[config.mk]
export PLATFORM = sky130hd
export DESIGN_NAME = mano_ac_datapath
export DESIGN_NICKNAME = d
export VERILOG_FILES = /design/src/rtl/mano_ac_datapath.sv
export SDC_FILE = /design/constraint.sdc
export NUM_CORES = 1
export LEC_CHECK = 0
export ABC_AREA = 1
export BUFFER_PORTS_ARGS = -buffer_cell sky130_fd_sc_hd__buf_2
export CAP_MARGIN = 20
export CORE_UTILIZATION = 43
export CTS_CLUSTER_DIAMETER = 200
export DETAILED_ROUTE_END_ITERATION = 12
export PLACE_DENSITY = 0.76
export SLEW_MARGIN = 20
export SYNTH_ARGS = -nofsm -noshare
export SYNTH_HDL_FRONTEND = slang
export SYNTH_SLANG_ARGS = --single-unit
[constraint.sdc]
create_clock -name CLK -period 2.2 [get_ports CLK]
set_input_delay 0.33 -clock CLK [delete_from_list [all_inputs] [get_ports CLK]]
set_output_delay 0.33 -clock CLK [all_outputs]
set_load 0.005 [all_outputs]
[src/rtl/mano_ac_datapath.sv]
// Accumulator-side datapath of the Mano basic computer: AC, DR, E and the AC ALU.
// Optional INPT/INPR path is built only when MANO_INPT_EN is defined.
module mano_ac_datapath (
    input  logic        CLK,
    input  logic        RST,
    input  logic [15:0] bus_data,
    input  logic [7:0]  INPR,
    input  logic        CLRAC,
    input  logic        INRAC,
    input  logic        LoadAC,
    input  logic        CLRDR,
    input  logic        INRDR,
    input  logic        LoadDR,
    input  logic        AND,
    input  logic        ADD,
    input  logic        LDA,
    input  logic        COM,
    input  logic        SHR,
    input  logic        SHL,
    input  logic        INPT,
    input  logic        CLE,
    input  logic        CME,
    output logic [15:0] AC,
    output logic [15:0] DR,
    output logic        E,
    output logic        cout,
    output logic        AC_zero,
    output logic        AC_neg,
    output logic        DR_zero
);

    // No handshake: strobes are level-sampled every cycle; the control unit owns their timing.
    logic [16:0] sum;
    logic [15:0] ac_data;
    logic        e_write;
    logic        e_data;

    assign sum     = {1'b0, AC} + {1'b0, DR};
    assign cout    = sum[16];
    assign AC_zero = (AC == 16'h0000);
    assign AC_neg  = AC[15];
    assign DR_zero = (DR == 16'h0000);

`ifndef MANO_INPT_EN
    logic unused_inpt;
    assign unused_inpt = ^{INPR, INPT};
`endif

    // Fixed-priority ALU; e_write marks functions whose load also updates E.
    always_comb begin
        ac_data = AC;
        e_write = 1'b0;
        e_data  = E;
        if (AND) begin
            ac_data = AC & DR;
        end else if (ADD) begin
            ac_data = sum[15:0];
            e_write = 1'b1;
            e_data  = sum[16];
        end else if (LDA) begin
            ac_data = DR;
        end else if (COM) begin
            ac_data = ~AC;
        end else if (SHR) begin
            ac_data = {E, AC[15:1]};
            e_write = 1'b1;
            e_data  = AC[0];
        end else if (SHL) begin
            ac_data = {AC[14:0], E};
            e_write = 1'b1;
            e_data  = AC[15];
`ifdef MANO_INPT_EN
        end else if (INPT) begin
            ac_data = {AC[15:8], INPR};
`endif
        end
    end

    always_ff @(posedge CLK) begin
        if (RST) begin
            AC <= 16'h0000;
        end else if (CLRAC) begin
            AC <= 16'h0000;
        end else if (LoadAC) begin
            AC <= ac_data;
        end else if (INRAC) begin
            AC <= AC + 16'h0001;
        end
    end

    always_ff @(posedge CLK) begin
        if (RST) begin
            DR <= 16'h0000;
        end else if (CLRDR) begin
            DR <= 16'h0000;
        end else if (LoadDR) begin
            DR <= bus_data;
        end else if (INRDR) begin
            DR <= DR + 16'h0001;
        end
    end

    // An E-writing ALU load takes precedence over CLE/CME in the same cycle.
    always_ff @(posedge CLK) begin
        if (RST) begin
            E <= 1'b0;
        end else if (LoadAC && e_write) begin
            E <= e_data;
        end else if (CLE) begin
            E <= 1'b0;
        end else if (CME) begin
            E <= ~E;
        end
    end

endmodule

==> impl_results.md, run 1 <==
* Xor/xnor share of the synthesized area at approximately 4.4%
* Worst Skew at just under 0.009 ns
* Mux contribution to synthesized area at 0%
* Area leader, netlist: nand2_1
* Post-route DRC violation count at 0
* Met2 Use GR at about half
* Static Leakage at between 0.002 and 0.0025 uW
* Hold Path Class: input pin to flip-flop
* Failing checks: negative setup slack
* Share of layout cells above drive strength 1 at 20.69%
* CTS sink cnt at 33
* PnR worst setup slack at -0.08750 ns
* Starting Density at between 40% and 50%
* Antenna violations before repair at 0
* Mapped Cells at 651
* Vias at approximately 4800
* Pwr Total at approximately 1700 uW
* Cell Count, Final, Fillers Out at approximately 860
* Final wirelength at between 10000 and 15000 um
* Number of H-tree levels at 2
* Critical Path AT at 2.48 ns
* Largest net degree at the start of global routing at 33
* Distinct cells, synth at 40
* Placed Area at roughly 0.0044 mm2
* Fmax at between 400 and 500 MHz
* Maximum VDD drop at approximately 0.00023 V
* Die height at ~96 um
* Post-Syn Area per Cell at around 5.8 um2
* Vias in the first global route at about 4400
* Worst Path Max Fanout at 2
* Die area at about 0.009 mm2
* Slew Limit Headroom at approximately 67%
* Total track usage at 30.67%
* Initial DRC Count at 374
* FFs w/ async S/R, synth at 0%
* CTS tree: done
* CTS buffer count at 5
* CP Capture Type: flip-flop
* Post-layout min period at ~2.3 ns
* Outcome: complete, but fails checks
* Crit share post-route at 104.0%
* Synth Cell Area at ~0.0038 mm2
* Design Area, Final at 0.004682 mm2
* CP Class: flip-flop to flip-flop
* Via-to-Cell Ratio at about 5.6
* Post-Synth Simple-Gate Area at ~34%
* Main combinational cell family by area after synthesis: simple AND/OR/NAND/NOR gates
* Core Area at between 0.008 and 0.009 mm2
* Nets@finish at roughly 820
* Post-DRT Antenna Nets at 0
* Yosys warns at 0
* Die Wd at between 90 and 100 um
* Placed cells at around 840
* M3 GR Usage at between 4 and 5%
* Final setup fails at 2
* Register bit total from synthesis at 33
* Primary FF master, synth: dfxtp_1
* # port buffers at 68
* Worst-Margin Slew at ~0.50 ns
* Yosys top cell area share at a little under a fifth
* Avg WL per Cell at 15.97 um
* Clock root buffer: clkbuf_8
* Synth top area cells: nand2_1 18%, dfxtp_1 17%, inv_1 9.2%
* Diode count at 0
* Commonest non-fill, non-tap cell in the layout: nand2_1
* Final hold violation count at 0
* DRT Pass-1 Iters at 5
* Mapped Nets at between 700 and 800
* Clock latency on the worst-skew pair at around 0.3 ns
* Row count at 33
* Worst Setup Start Kind: flip-flop
* Synth Area in Compound Gates at between 20% and 30%
* CP required at 2.39 ns
* Layer with the highest usage: met2
* Hold Slack at around 0.30 ns
* HPWL after DPL at 10590 um
* Area Overhead vs Synth at 23.78%
* Adder-cell share of the synthesized area at roughly 7%
* First-pass GRT wire length at 21560 um
* # Max-Cap Violations at 0
* Fin. max-slew vios at 0
* Fill count at around 870
* Total gr overflow at 0
* PwrDens at 358.7 mW/mm2
* Gp weighted congestion at approximately 0.96
* Clock Path Buffers at 2
* Clk slew on worst S/H paths at around 0.080 ns
* I/O Pins at 78
* Most frequent cells in the layout: 180 x nand2_1, 93 x inv_1, 68 x buf_2, 54 x a21oi_1, 52 x o21ai_0
* RSZ-0062 raised after global routing: true
* Number of flops mapped to enable cells by yosys at 0
* Grt met1 use at roughly two fifths
* Register area share after synthesis at between 10% and 20%
[cells in the mapped netlist (5+ instances only)]
library cell / instances
nand2_1: 183
inv_1: 93
a21oi_1: 56
nor2_1: 53
o21ai_0: 53
nand3_1: 37
dfxtp_1: 33
ha_1: 20
xor2_1: 18
nand4_1: 13
clkbuf_1: 11
nor3_1: 11
a221oi_1: 8
a31oi_1: 8
o211ai_1: 7
a21oi_2: 6
a22oi_1: 5
[layer usage]
metal  share of wire [%]  wire length (um)
met4                 2.3               318
met1                  45              6175
met2                  44              5988
met5                   0                 0
met3                 9.0              1232
[worst max-delay path, cell delays in order, from the launching register on]
cell and delay [ns]:
dfxtp_2 0.36, ha_4 0.14, fa_2 0.21, nand2_2 0.08
buf_4 0.13, buf_4 0.12, buf_4 0.12, buf_4 0.12
buf_4 0.12, buf_4 0.12, buf_4 0.13, buf_4 0.13
nand2_1 0.07, o21ai_1 0.07, o221ai_1 0.17, a21oi_1 0.10
[registers in the layout, summed over array words and instances, names as in the netlist]
| register | cells |
|---|---|
| AC | 16 |
| DR | 16 |
| E | 1 |
[cells by family (layout without fill, tap and decap cells)]
family,Yosys count,in the layout
AND/OR/NAND/NOR,307,307
AO/OA/AOI/OAI,155,155
buffers and inverters,116,219
flip-flops,33,33
adder cells (fa/ha/maj),21,21
XOR/XNOR,19,19
[layout make-up]
type                    instances  area (um2)  share of cell area [%]
clock buffers                   7       86.33                   1.844
multi-input cells             502        2730                   58.31
repair buffers                117       708.2                   15.13
inverters                      95       359.1                   7.670
well taps                     105       131.4                   2.806
flip-flops and latches         33       666.9                   14.24
[metrics by stage]
stage / util, % / setup slack (ns) / TNS [ns]
6_report: 55.86 / -0.08750 / -0.1729
5_1_grt: 55.86 / -0.1443 / -0.2764
4_1_cts: 55.35 / -0.07164 / -0.07164
3_5_place_dp: 52.41 / -0.006611 / -0.006611
3_3_place_gp: 52.41 / 0.05078 / 0
2_1_floorplan: - / 0.2101 / 0
[repair_timing]
item / CTS / global route
pin swaps: 4 / 6
hold buffers: 0 / 0
gates resized for setup: 15 / 9
setup endpoints to repair: 1 / 3
gates cloned: 0 / 0
setup buffers: 13 / 2
hold endpoints to repair: 0 / 0
[power breakdown]
group | leakage (uW) | switching, uW | total [uW] | internal (uW)
clock | 0.0000443 | 257 | 506 | 249
sequential | 0.000272 | 33.1 | 656 | 623
combinational | 0.00196 | 317 | 517 | 200
[worst paths after layout]
kind / slack [ns] / cells after the start / startpoint / endpoint
worst min register to register: 0.53 / 2 / DR[6] / DR[6]
worst max register to register: -0.09 / 15 / AC[0] / AC[2]
worst max-delay path: -0.09 / 15 / AC[0] / AC[2]
worst min-delay path: 0.30 / 3 / bus_data[6] / DR[6]
(Power assumes the default switching activity.)
==> run 2, diff against run 1 <==
--- a/config.mk
+++ b/config.mk
@@ -8,6 +8,7 @@
 export ABC_AREA = 1
 export BUFFER_PORTS_ARGS = -buffer_cell sky130_fd_sc_hd__buf_2
 export CAP_MARGIN = 20
+export CORE_ASPECT_RATIO = 1.2
 export CORE_UTILIZATION = 43
 export CTS_CLUSTER_DIAMETER = 200
 export DETAILED_ROUTE_END_ITERATION = 12
==> run 2 against run 1 <==
The flow still finishes with violations (negative setup slack). Combinational power down 1%. Core utilization down 1.1 points. First-iteration DRC count down 2.9%. Largest cell class unchanged. Largest power group unchanged.
==> impl_results.md, run 2 (same netlist as run 1, synthesis figures left out) <==
* Outcome: complete, but fails checks
* Failing checks: negative setup slack
* Largest net degree at the start of global routing at 33
* # port buffers at ~70
* WHS Endpoint: E
* Worst R2R Start: AC[0]
* Total gr overflow at 0
* Diode count at 0
* Reg2reg path depth at 15
* CTS buffer count at 5
* Hold wc startpoint: CLE
* Via-to-Cell Ratio at roughly 5.4
* Number of H-tree levels at 2
* Core Area at ~0.0086 mm2
* Gp weighted congestion at approximately 0.92
* I/O Pins at just under 80
* Maximum VDD drop at between 0.0002 and 0.00025 V
* R2R setup slack at approximately 0.080 ns
* Final setup fails at 1
* CP Class: flip-flop to output pin
* PwrDens at 355.1 mW/mm2
* Area Overhead vs Synth at 23.95%
* Commonest non-fill, non-tap cell in the layout: nand2_1
* Fill count at 876
* Clock Path Buffers at 2
* Nets@finish at between 800 and 900
* Share of layout cells above drive strength 1 at approximately 21%
* Regs by FF count: AC (16), DR (16), E (1)
* CP required at about 1.9 ns
* Worst Skew at between 0.01 and 0.015 ns
* Fmax at between 400 and 500 MHz
* Starting Density at roughly 44%
* Final wirelength at ~13000 um
* Die area at 0.009177 mm2
* Post-layout min period at ~2.2 ns
* Row count at 37
* Crit share post-route at 101.6%
* Initial DRC Count at 363
* Most frequent cells in the layout: 179 x nand2_1, 93 x inv_1, 68 x buf_2, 54 x a21oi_1, 52 x o21ai_0
* PnR worst setup slack at -0.03465 ns
* CTS tree: done
* Slew Limit Headroom at ~65%
* Avg WL per Cell at roughly 15 um
* Worst-Margin Slew at roughly 0.52 ns
* Hold Path Class: input pin to flip-flop
* Antenna violations before repair at 0
* Fin. max-slew vios at 0
* Critical Path AT at ~1.9 ns
* Die Wd at ~88 um
* Setup TNS at -0.03465 ns
* Final hold violation count at 0
* Clock root buffer: clkbuf_8
* HPWL after DPL at around 10000 um
* DRT Pass-1 Iters at 5
* Total track usage at between 20% and 30%
* Worst Setup Start Kind: flip-flop
* RSZ-0062 raised after global routing: true
* Post-route DRC violation count at 0
* # Max-Cap Violations at 0
* Worst Path Max Fanout at 2
* Clk slew on worst S/H paths at 0.08 ns
* Clock latency on the worst-skew pair at about 0.3 ns
* Post-DRT Antenna Nets at 0
* CTS sink cnt at 33
* Static Leakage at 0.002231 uW
* Vias in the first global route at 4485
* Worst r2r dst: E
* Die height at between 100 and 150 um
* Pwr Total at approximately 1700 uW
* Vias at 4696
* CP Capture Type: output pin
* First-pass GRT wire length at roughly 21000 um
* Hold Path Depth at 4
[run 2: cell types whose count changed in the layout (fill, tap and decap cells not counted), sizes merged]
cell and change:
buf -8
[run 2: how the worst max path moves through the flow]
stage / to / depth (start not counted) / slack [ns] / from
floorplan: cout / 9 / 0.21 / AC[0]
global placement: cout / 10 / 0.06 / AC[0]
detailed placement: cout / 10 / 0.04 / AC[0]
CTS: cout / 10 / -0.06 / AC[0]
global route: cout / 10 / -0.12 / AC[0]
finish: cout / 10 / -0.03 / AC[0]
[run 2: what timing repair did]
item,in CTS,in global routing
gates resized for setup,15,17
endpoints found under the setup margin,1,3
pin swaps,5,3
hold buffers,0,0
setup buffers,5,2
[run 2: stage by stage]
stage	util, %	hold slack, ns	std cells	setup slack [ns]	cell area, um2
floorplan	-	0.4807	651	0.2101	3782
global placement	51.47	0.5284	850	0.06049	4408
detailed placement	51.47	0.5327	850	0.03581	4408
CTS	53.56	0.3049	862	-0.06140	4587
global route	54.74	0.3178	863	-0.1227	4688
finish	54.74	0.3016	863	-0.03465	4688
[run 2: report_power, final]
group          leakage, uW  internal (uW)  switching (uW)
logic              0.00192            201             309
clock network    0.0000443            249             251
registers         0.000271            623            31.5
total              0.00223           1070             592
[run 2: critical path, cell delays in order (launching register included)]
cell	delay, ns
dfxtp_2	0.34
ha_4	0.16
fa_2	0.35
nand2_2	0.08
nand2_2	0.05
and2_4	0.15
nand3_4	0.07
nand3_4	0.07
a21oi_2	0.15
inv_1	0.05
buf_2	0.12
[run 2: layer usage]
layer	vias up	track usage (%)	share of wire, %
li1	2348	-	-
met1	2141	37.15	43
met2	180	49.39	48
met3	27	3.160	5.8
met4	0	10.30	2.8
met5	-	0	0
[run 2: area by class of cell]
class                           instances  area [um2]  share of cell area [%]
Sequential cell                        33       665.6                   14.20
Clock buffer                            7       86.33                   1.841
Timing Repair Buffer                  109       648.1                   13.82
Inverter                               95       359.1                   7.659
Multi-Input combinational cell        502        2783                   59.35
Tap cell                              117       146.4                   3.122
==> run 3, diff against run 2 <==
--- a/config.mk
+++ b/config.mk
@@ -13,6 +13,7 @@
 export CTS_CLUSTER_DIAMETER = 200
 export DETAILED_ROUTE_END_ITERATION = 12
 export PLACE_DENSITY = 0.76
+export RECOVER_POWER = 100
 export SLEW_MARGIN = 20
 export SYNTH_ARGS = -nofsm -noshare
 export SYNTH_HDL_FRONTEND = slang
==> run 3 against run 2 <==
The flow still finishes with violations (negative setup slack). Largest cell class unchanged. Combinational power is essentially flat. Final area shrank 0.32%. Sequential share of layout area is essentially flat. Clock power grew 2%. Sequential cell count is the same. Critical path depth is the same. Critical path type unchanged. Register-to-register slack is essentially flat. Sequential power is essentially flat. Clock-buffer cell count is the same.
==> impl_results.md, run 3 (same netlist as run 1, synthesis figures left out) <==
* Most frequent cells in the layout: 179 x nand2_1, 93 x inv_1, 66 x buf_2, 54 x a21oi_1, 52 x o21ai_0
* Vias in the first global route at 4485
* Clock latency on the worst-skew pair at 0.30 ns
* Share of layout cells above drive strength 1 at between 10% and 20%
* Clock root buffer: clkbuf_8
* Maximum VDD drop at about 0.00024 V
* Static Leakage at between 0.002 and 0.0025 uW
* Clk slew on worst S/H paths at around 0.09 ns
* Worst Skew at ~0.014 ns
* CP required at approximately 1.9 ns
* Antenna violations before repair at 0
* Worst-Margin Slew at 0.5141 ns
* Slew Limit Headroom at between 60% and 70%
* Hold Path Class: input pin to flip-flop
* Post-layout min period at ~2.2 ns
* Largest net degree at the start of global routing at 33
* Final hold violation count at 0
* Fmax at 445.9 MHz
* Row count at 37
* Final setup fails at 1
* Outcome: complete, but fails checks
* Area Overhead vs Synth at 23.55%
* Total track usage at between 20 and 30%
* Number of H-tree levels at 2
* Final wirelength at around 13000 um
* CP Capture Type: output pin
* Worst Setup Start Kind: flip-flop
* Fin. max-slew vios at 0
* Initial DRC Count at between 300 and 400
* # port buffers at 68
* I/O Pins at 78
* Setup TNS at -0.04251 ns
* Regs by FF count: AC (16), DR (16), E (1)
* Pwr Total at approximately 1700 uW
* Total gr overflow at 0
* Cts hold-fix bufs at 0
* Gp weighted congestion at 0.9209
* CTS sink cnt at 33
* Max incr delay on CP at 0.36 ns
* Nets@finish at between 800 and 900
* Post-route DRC violation count at 0
* PwrDens at 357.7 mW/mm2
* Post-DRT Antenna Nets at 0
* Commonest non-fill, non-tap cell in the layout: nand2_1
* RSZ-0062 raised after global routing: true
* # Max-Cap Violations at 0
* Critical Path AT at approximately 1.9 ns
* Via-to-Cell Ratio at ~5.4
* Vias at about 4700
* PnR worst setup slack at -0.04251 ns
* HPWL after DPL at just over 10000 um
* Clock Path Buffers at 2
* CP max-delay cell: fa_2
* CP Class: flip-flop to output pin
* CTS buffer count at 5
* Diode count at 0
* Die Wd at around 90 um
* Cell Chain, Critical Path: ha_4, fa_2, nand2_2, nand2_2, and2_4, nand3_4, nand3_4, a21oi_2, inv_1, buf_2
* Die area at 0.009177 mm2
* Failing checks: negative setup slack
* Core Area at around 0.0086 mm2
* Die height at approximately 100 um
* First-pass GRT wire length at about 21000 um
* Crit share post-route at 101.9%
* DRT Pass-1 Iters at 8
* Starting Density at between 40% and 50%
* Worst Path Max Fanout at 2
* Avg WL per Cell at 15.07 um
* CTS tree: done
-- run 3: final cells by class --
type / instances / area, um2
clock buffer: 7 / 86.33
multi-input combinational: 502 / 2783
timing repair buffer: 109 / 634.4
sequential: 33 / 664.4
inverter: 95 / 359.1
fill: 877 / 3891
tap: 117 / 146.4
-- run 3: critical path: cells and delay by family, from the launching register on --
family | cells | cell delay (ns)
adder cells (fa/ha/maj) | 2 | 0.52
AND/OR/NAND/NOR | 5 | 0.43
flip-flops | 1 | 0.34
buffers and inverters | 2 | 0.17
AO/OA/AOI/OAI | 1 | 0.15
-- run 3: report_power, final --
part	switching [uW]	internal [uW]
combinational	309	198
sequential	31.6	623
clock	260	249
total	601	1070
-- run 3: path summary, 6_finish.rpt --
check,slack [ns],start,end,depth (start not counted)
min,0.30,CLE,E,4
min reg2reg,0.58,DR[3],DR[3],2
max reg2reg,0.07,AC[0],E,15
max,-0.04,AC[0],cout,10
-- run 3: per-layer routing --
metal	track usage [%]	share of wire [%]	up-vias
li1	-	-	2346
met1	37.15	43	2143
met2	49.39	49	186
met3	3.160	5.6	24
met4	10.30	2.1	0
met5	0	0	-
-- run 3: through the flow --
step                utilization [%]  cell area (um2)  hold WS [ns]  setup WS, ns  std cells
floorplan                         -             3782        0.4807        0.2101        651
global placement              51.47             4408        0.5284       0.06049        850
detailed placement            51.47             4408        0.5327       0.03581        850
CTS                           53.56             4587        0.3049      -0.06140        862
global route                  54.57             4673        0.3178       -0.1336        863
finish                        54.57             4673        0.2984      -0.04251        863
-- run 3: timing repair --
item	in CTS	in global routing
endpoints found under the setup margin	1	3
endpoints found under the hold margin	0	0
pin swaps	5	3
resized for setup	15	17
setup buffers	5	2
